<file path="src/rtl/vga_timing_gen_if.sv">
// vga_if: VGA sync and colour bundle shared by the timing generators and the screen mux
interface vga_if #(
    parameter int COLOR_W = 4
);
    logic               hs;
    logic               vs;
    logic [COLOR_W-1:0] red;
    logic [COLOR_W-1:0] green;
    logic [COLOR_W-1:0] blue;
    modport src (output hs, vs, red, green, blue);
    modport snk (input hs, vs, red, green, blue);
endinterface

</file>
<file path="src/rtl/vga_timing_gen.sv">
// vga_timing_gen: VGA raster timing with pixel-coordinate requests and latency-aligned RGB output
module vga_timing_gen #(
    parameter int COLOR_W  = 4,
    parameter int H_ACT    = 640,
    parameter int H_FP     = 16,
    parameter int H_SYNC   = 96,
    parameter int H_BP     = 48,
    parameter int V_ACT    = 480,
    parameter int V_FP     = 10,
    parameter int V_SYNC   = 2,
    parameter int V_BP     = 33,
    parameter bit HS_POL   = 1'b0,
    parameter bit VS_POL   = 1'b0,
    parameter int PIPE_LAT = 2,
    parameter int X_W      = $clog2(H_ACT + H_FP + H_SYNC + H_BP),
    parameter int Y_W      = $clog2(V_ACT + V_FP + V_SYNC + V_BP)
) (
    input  logic               clk_i,
    input  logic               rst_n_i,
    input  logic               en_i,
    output logic [X_W-1:0]     pix_x_o,
    output logic [Y_W-1:0]     pix_y_o,
    output logic               pix_req_o,
    output logic               frame_start_o,
    input  logic [COLOR_W-1:0] red_i,
    input  logic [COLOR_W-1:0] green_i,
    input  logic [COLOR_W-1:0] blue_i,
    vga_if.src                 vga_out_if
);
    localparam int H_TOT = H_ACT + H_FP + H_SYNC + H_BP;
    localparam int V_TOT = V_ACT + V_FP + V_SYNC + V_BP;
    localparam logic [X_W-1:0] H_LAST = X_W'(H_TOT - 1);
    localparam logic [X_W-1:0] H_ACT_C = X_W'(H_ACT);
    localparam logic [X_W-1:0] HS_BEG = X_W'(H_ACT + H_FP);
    localparam logic [X_W-1:0] HS_END = X_W'(H_ACT + H_FP + H_SYNC);
    localparam logic [Y_W-1:0] V_LAST = Y_W'(V_TOT - 1);
    localparam logic [Y_W-1:0] V_ACT_C = Y_W'(V_ACT);
    localparam logic [Y_W-1:0] VS_BEG = Y_W'(V_ACT + V_FP);
    localparam logic [Y_W-1:0] VS_END = Y_W'(V_ACT + V_FP + V_SYNC);

    logic [X_W-1:0]     h_cnt;
    logic [Y_W-1:0]     v_cnt;
    logic               h_wrap;
    logic [2:0]         ctl_raw;
    logic [2:0]         ctl_q;
    logic [2:0]         ctl_d;
    logic               hs_q;
    logic               vs_q;
    logic [COLOR_W-1:0] red_q;
    logic [COLOR_W-1:0] green_q;
    logic [COLOR_W-1:0] blue_q;

    assign h_wrap = h_cnt == H_LAST;
    // control word layout: {pix_req, vs_active, hs_active}
    assign ctl_raw = {(h_cnt < H_ACT_C) && (v_cnt < V_ACT_C),
                      (v_cnt >= VS_BEG) && (v_cnt < VS_END),
                      (h_cnt >= HS_BEG) && (h_cnt < HS_END)};

    always_ff @(posedge clk_i or negedge rst_n_i) begin
        if (!rst_n_i) begin
            h_cnt         <= '0;
            v_cnt         <= '0;
            pix_x_o       <= '0;
            pix_y_o       <= '0;
            ctl_q         <= '0;
            frame_start_o <= 1'b0;
        end else if (!en_i) begin
            h_cnt         <= '0;
            v_cnt         <= '0;
            pix_x_o       <= '0;
            pix_y_o       <= '0;
            ctl_q         <= '0;
            frame_start_o <= 1'b0;
        end else begin
            h_cnt         <= h_wrap ? '0 : h_cnt + X_W'(1);
            if (h_wrap)
                v_cnt     <= (v_cnt == V_LAST) ? '0 : v_cnt + Y_W'(1);
            pix_x_o       <= h_cnt;
            pix_y_o       <= v_cnt;
            ctl_q         <= ctl_raw;
            frame_start_o <= (h_cnt == '0) && (v_cnt == '0);
        end
    end

    assign pix_req_o = ctl_q[2];

    // controls wait PIPE_LAT cycles so they meet the source's returned colour
    generate
        if (PIPE_LAT == 0) begin : g_nodly
            assign ctl_d = ctl_q;
        end else begin : g_dly
            logic [2:0] sr [PIPE_LAT];
            always_ff @(posedge clk_i or negedge rst_n_i) begin
                if (!rst_n_i) begin
                    for (int i = 0; i < PIPE_LAT; i++) sr[i] <= '0;
                end else if (!en_i) begin
                    for (int i = 0; i < PIPE_LAT; i++) sr[i] <= '0;
                end else begin
                    sr[0] <= ctl_q;
                    for (int i = 1; i < PIPE_LAT; i++) sr[i] <= sr[i-1];
                end
            end
            assign ctl_d = sr[PIPE_LAT-1];
        end
    endgenerate

    always_ff @(posedge clk_i or negedge rst_n_i) begin
        if (!rst_n_i) begin
            hs_q    <= ~HS_POL;
            vs_q    <= ~VS_POL;
            red_q   <= '0;
            green_q <= '0;
            blue_q  <= '0;
        end else if (!en_i) begin
            hs_q    <= ~HS_POL;
            vs_q    <= ~VS_POL;
            red_q   <= '0;
            green_q <= '0;
            blue_q  <= '0;
        end else begin
            hs_q    <= ctl_d[0] ? HS_POL : ~HS_POL;
            vs_q    <= ctl_d[1] ? VS_POL : ~VS_POL;
            red_q   <= ctl_d[2] ? red_i : '0;
            green_q <= ctl_d[2] ? green_i : '0;
            blue_q  <= ctl_d[2] ? blue_i : '0;
        end
    end

    assign vga_out_if.hs    = hs_q;
    assign vga_out_if.vs    = vs_q;
    assign vga_out_if.red   = red_q;
    assign vga_out_if.green = green_q;
    assign vga_out_if.blue  = blue_q;
endmodule

</file>
<file path="src/flat_wrapper.sv">
// flat-port wrapper written by rule: the top's interface ports become plain ports
module vga_timing_gen_flat 
#(
    parameter int COLOR_W  = 4,
    parameter int H_ACT    = 640,
    parameter int H_FP     = 16,
    parameter int H_SYNC   = 96,
    parameter int H_BP     = 48,
    parameter int V_ACT    = 480,
    parameter int V_FP     = 10,
    parameter int V_SYNC   = 2,
    parameter int V_BP     = 33,
    parameter bit HS_POL   = 1'b0,
    parameter bit VS_POL   = 1'b0,
    parameter int PIPE_LAT = 2,
    parameter int X_W      = $clog2(H_ACT + H_FP + H_SYNC + H_BP),
    parameter int Y_W      = $clog2(V_ACT + V_FP + V_SYNC + V_BP)
)
  (clk_i, rst_n_i, en_i, pix_x_o, pix_y_o, pix_req_o, frame_start_o, red_i, green_i, blue_i, vga_out_if_hs, vga_out_if_vs, vga_out_if_red, vga_out_if_green, vga_out_if_blue);
  vga_if #(.COLOR_W(COLOR_W)) vga_out_if_i ();
  input  logic clk_i;
  input  logic rst_n_i;
  input  logic en_i;
  output logic [X_W-1:0] pix_x_o;
  output logic [Y_W-1:0] pix_y_o;
  output logic pix_req_o;
  output logic frame_start_o;
  input  logic [COLOR_W-1:0] red_i;
  input  logic [COLOR_W-1:0] green_i;
  input  logic [COLOR_W-1:0] blue_i;
  output wire logic [$bits(vga_out_if_i.hs)-1:0] vga_out_if_hs;
  output wire logic [$bits(vga_out_if_i.vs)-1:0] vga_out_if_vs;
  output wire logic [$bits(vga_out_if_i.red)-1:0] vga_out_if_red;
  output wire logic [$bits(vga_out_if_i.green)-1:0] vga_out_if_green;
  output wire logic [$bits(vga_out_if_i.blue)-1:0] vga_out_if_blue;
  assign vga_out_if_hs = vga_out_if_i.hs;
  assign vga_out_if_vs = vga_out_if_i.vs;
  assign vga_out_if_red = vga_out_if_i.red;
  assign vga_out_if_green = vga_out_if_i.green;
  assign vga_out_if_blue = vga_out_if_i.blue;
  vga_timing_gen #(.COLOR_W(COLOR_W), .H_ACT(H_ACT), .H_FP(H_FP), .H_SYNC(H_SYNC), .H_BP(H_BP), .V_ACT(V_ACT), .V_FP(V_FP), .V_SYNC(V_SYNC), .V_BP(V_BP), .HS_POL(HS_POL), .VS_POL(VS_POL), .PIPE_LAT(PIPE_LAT), .X_W(X_W), .Y_W(Y_W)) u_core (.clk_i(clk_i), .rst_n_i(rst_n_i), .en_i(en_i), .pix_x_o(pix_x_o), .pix_y_o(pix_y_o), .pix_req_o(pix_req_o), .frame_start_o(frame_start_o), .red_i(red_i), .green_i(green_i), .blue_i(blue_i), .vga_out_if(vga_out_if_i));
endmodule
</file>
<file path="config.mk">
export PLATFORM = sky130hd
export DESIGN_NAME = vga_timing_gen_flat
export DESIGN_NICKNAME = d
export VERILOG_FILES = /design/src/rtl/vga_timing_gen_if.sv /design/src/rtl/vga_timing_gen.sv /design/src/flat_wrapper.sv
export SDC_FILE = /design/constraint.sdc
export NUM_CORES = 1
export LEC_CHECK = 0
export ABC_AREA = 1
export BUFFER_PORTS_ARGS = -buffer_cell sky130_fd_sc_hd__buf_4
export CAP_MARGIN = 10
export CORE_MARGIN = 4
export CORE_UTILIZATION = 59
export CTS_BUF_LIST = sky130_fd_sc_hd__clkbuf_8 sky130_fd_sc_hd__clkbuf_16
export DETAILED_ROUTE_END_ITERATION = 16
export PLACE_DENSITY = 0.93
export SLEW_MARGIN = 40
export SYNTH_ARGS = -nofsm -noshare
export SYNTH_HDL_FRONTEND = slang
export SYNTH_SLANG_ARGS = --single-unit
</file>
<file path="constraint.sdc">
create_clock -name clk_i -period 2.3 [get_ports clk_i]
set_input_delay 0.23 -clock clk_i [delete_from_list [all_inputs] [get_ports clk_i]]
set_output_delay 0.23 -clock clk_i [all_outputs]
set_load 0.01 [all_outputs]
</file>
==> flow_summary.yaml <==
status:
  outcome: "completed"
worst_setup_path:
  cp_slowest_cell: "dfrtp_1"
  r2r-end: "u_core.v_cnt[5]"
  reg2reg_slack_ns: 0.80
  crit_path_max_fanout: 14
  arrival_ns: 1.70
  critPathLaunchType: "register"
  crit_path_frequent_cell: "nor2_4"
  r2r.worst_path.cells: 7
  critPathKind: "register to register"
  critPathCaptureType: "register"
  worstPathCellList: "ha_1, nand2_2, nor2_4, nand2_2, nor2_4, nor2_4, o21ai_0"
  max_stage_delay_ns: 0.42
  crit_required_ns: 2.50
  rr_startpoint: "u_core.h_cnt[0]"
min_path:
  holdCritStartpoint: "green_i[0]"
  whs_path_depth: 3
  min_path_type: "input port to register"
  min_to: "u_core.vga_out_if.green[0]"
synthesis:
  synth_top_area_share_pct: 56.0
  synth_cells: 330
  ys_seq_elements: 64
  yosys-top-cells-area: "dfrtp_1 (56%), nand2_1 (12%), inv_1 (8.7%), nor2_1 (6.1%), nand3_1 (2.5%)"
  synth_flop_cell: "dfrtp_1"
  post-synth-top-count-cell: "nand2_1"
  synth-seq-area-share_pct: 57.9
  synth_async_sr_flop_share_pct: 100
  netlist_area_mm2: 0.00277
  ys_warn_count: 0
  yosysTopAreaCell: "dfrtp_1"
  ys_types: 25
  yosys-top-cells-count: "nand2_1 (91), inv_1 (64), dfrtp_1 (62), nor2_1 (45), nand3_1 (14)"
  syn_area_per_cell_um2: 8.39
  syn-num-nets: 349
  synth_edf_count: 0
place:
  port_buffers: 50
  routabilityCongestion: 0.914
  placed_cell_area_mm2: 0.00317
  post-dp-hpwl_um: 4030
detailed_routing:
  drc: 0
  vias: 2281
  viasPerCell: 5.17
  routedWlPerCell_um: 13.7
  wirelength_um: 6030
  drtPass1Iterations: 6
  initialDrtViolationCount: 183
  detail-route-antenna-nets: 0
floorplanning:
  io-pin-count: 51
  die_area_mm2: 0.00585
  dieWidth_um: 76.5
  core.rowCount: 24
  coreArea_mm2: 0.00444
  die_height_um: 76.5
  initial_core_util_pct: 62.3
clocking:
  cts_inserted_buffers: 9
  clk_latency_ns: 0.33
  postCtsResizedCells: 0
  cts-root-buf: "clkbuf_8"
  path_clk_slew_ns: 0.07
  cts_tree: "built"
  clock_path_buffers: 2
  cts-htree-levels: 3
  clock-sinks: 64
sta:
  max_freq_mhz: 667
  worst_slew_pin_slew_ns: 0.538
  holdWs_ns: 0.121
  drv_slew: 0
  relSlewSlack_pct: 64.1
  hold_viol: 0
  rsz0062_at_grt: "false"
  fin_crit_sh_pct: 65.2
  finalSetupViolCount: 0
  tns_ns: 0
  fin_crit_ns: 1.50
  skew_ns: 0.00765
global_route:
  grt_use_total_pct: 22.5
  grtUsageMet1_pct: 29.3
  antenna_found_initial: 0
  top_usage_layer: "met2"
  grt_pass1_vias: 2259
  grt_max_degree: 65
  grt_use_met3_pct: 4.61
  globalRouteOverflowTotal: 0
  met2_usage_pct: 35.6
  grt_pass1_wl_um: 10400
layout:
  layout-drive-gt1-share_pct: 19.5
  fin_util_pct: 76.0
  area_delta_synth_final_pct: 22.1
  fin_area_mm2: 0.00338
  layout.nets: 403
  diodes: 0
power_and_ir_drop:
  cellLeakagePower_nw: 2.00
  ir_worst_vdd_uv: 386
  power_density_mw_per_mm2: 640
job:
  maxCapViolations: 0
-- logic make-up (layout without fill, tap and decap cells) --
logic type               after synthesis  after routing  share of synthesized area [%]
AO/OA/AOI/OAI                          8              8                           1.49
XOR/XNOR                               1              1                          0.316
adder cells (fa/ha/maj)                4              4                           1.81
buffers and inverters                 75            134                           10.6
flip-flops                            64             64                           57.9
AND/OR/NAND/NOR                      178            178                           27.8
-- repair_timing --
item,in CTS,in global routing
endpoints found under the setup margin,0,0
hold buffers,1,0
setup buffers,0,0
endpoints found under the hold margin,29,0
-- registers in the layout, summed over array words and instances, names as in the netlist --
| register | cells |
|---|---|
| u_core.vga_out_if.hs | 1 |
| u_core.ctl_q | 3 |
| u_core.vga_out_if.blue | 4 |
| u_core.pix_y_o | 10 |
| u_core.frame_start_o | 1 |
| u_core.v_cnt | 10 |
| u_core.vga_out_if.red | 4 |
| u_core.ctl_d | 3 |
| u_core.pix_x_o | 10 |
| u_core.g_dly.sr | 3 |
| u_core.vga_out_if.green | 4 |
| u_core.vga_out_if.vs | 1 |
| u_core.h_cnt | 10 |
-- routing by layer --
metal	wire, um	part of all wire (%)
met1	2520	42
met2	2940	49
met3	410	6.8
met4	158	2.6
met5	0	0
-- cell usage in the layout, fill, tap and decap left out --
cell type / synthesis / routed
clkinv_2: 0 / 1
buf_4: 0 / 50
nor4b_1: 1 / 1
nor2_4: 3 / 3
o21ai_0: 5 / 5
nor2_1: 45 / 45
nand4_1: 11 / 11
nand3b_1: 1 / 1
xor2_1: 1 / 1
nand2_1: 91 / 91
o21ai_1: 2 / 2
buf_6: 1 / 1
dfrtp_1: 62 / 62
nand2_2: 3 / 3
inv_2: 2 / 2
a31oi_1: 1 / 1
nor4_1: 3 / 3
nor3_1: 4 / 4
clkinvlp_4: 0 / 1
ha_1: 4 / 4
dlygate4sd3_1: 0 / 1
dfstp_2: 2 / 2
clkbuf_8: 0 / 13
and3_1: 1 / 1
nor3b_1: 1 / 1
inv_1: 64 / 65
nand3_1: 14 / 14
-- per-stage QoR --
stage                     power [W]  setup WS [ns]  cells
after detailed placement    0.00128          0.818    424
after CTS                   0.00218          0.805    441
after global routing        0.00225          0.682    441
final                       0.00216          0.800    441
after global placement      0.00127          0.860    424
after floorplan             0.00121          0.937    330
-- critical path, delay by kind of cell (launching register included) --
| kind | cells | cell delay (ns) |
|---|---|---|
| flip-flops | 1 | 0.42 |
| AO/OA/AOI/OAI | 1 | 0.14 |
| AND/OR/NAND/NOR | 5 | 0.59 |
| adder cells (fa/ha/maj) | 1 | 0.24 |
-- power by group --
part | leakage, nW | internal [W] | total (W) | switching (W)
sequential | 0.877 | 0.00114 | 0.00115 | 0.00000837
clock | 0.103 | 0.000504 | 0.000905 | 0.000402
combinational | 1.02 | 0.0000411 | 0.000108 | 0.0000665
total | 2.00 | 0.00168 | 0.00216 | 0.000477
-- how the worst max path moves through the flow --
stage / start / endpoint / slack, ns / depth (start not counted)
after floorplan: u_core.h_cnt[0] / u_core.v_cnt[8] / 0.94 / 9
after detailed placement: u_core.h_cnt[0] / u_core.h_cnt[9] / 0.82 / 8
after global routing: u_core.h_cnt[0] / u_core.v_cnt[5] / 0.68 / 8
after global placement: u_core.h_cnt[0] / u_core.v_cnt[5] / 0.86 / 7
after CTS: u_core.h_cnt[0] / u_core.h_cnt[9] / 0.81 / 8
final: u_core.h_cnt[0] / u_core.v_cnt[5] / 0.80 / 7
-- area by class of cell --
cell class	count	area [um^2]
flip-flops and latches	64	1600
fillers	282	1060
multi-input cells	191	871
repair buffers	52	397
inverters	66	248
clock buffers	13	179
well taps	52	65.1
clock inverters	3	16.3
Power figures use the tool's default switching activity.
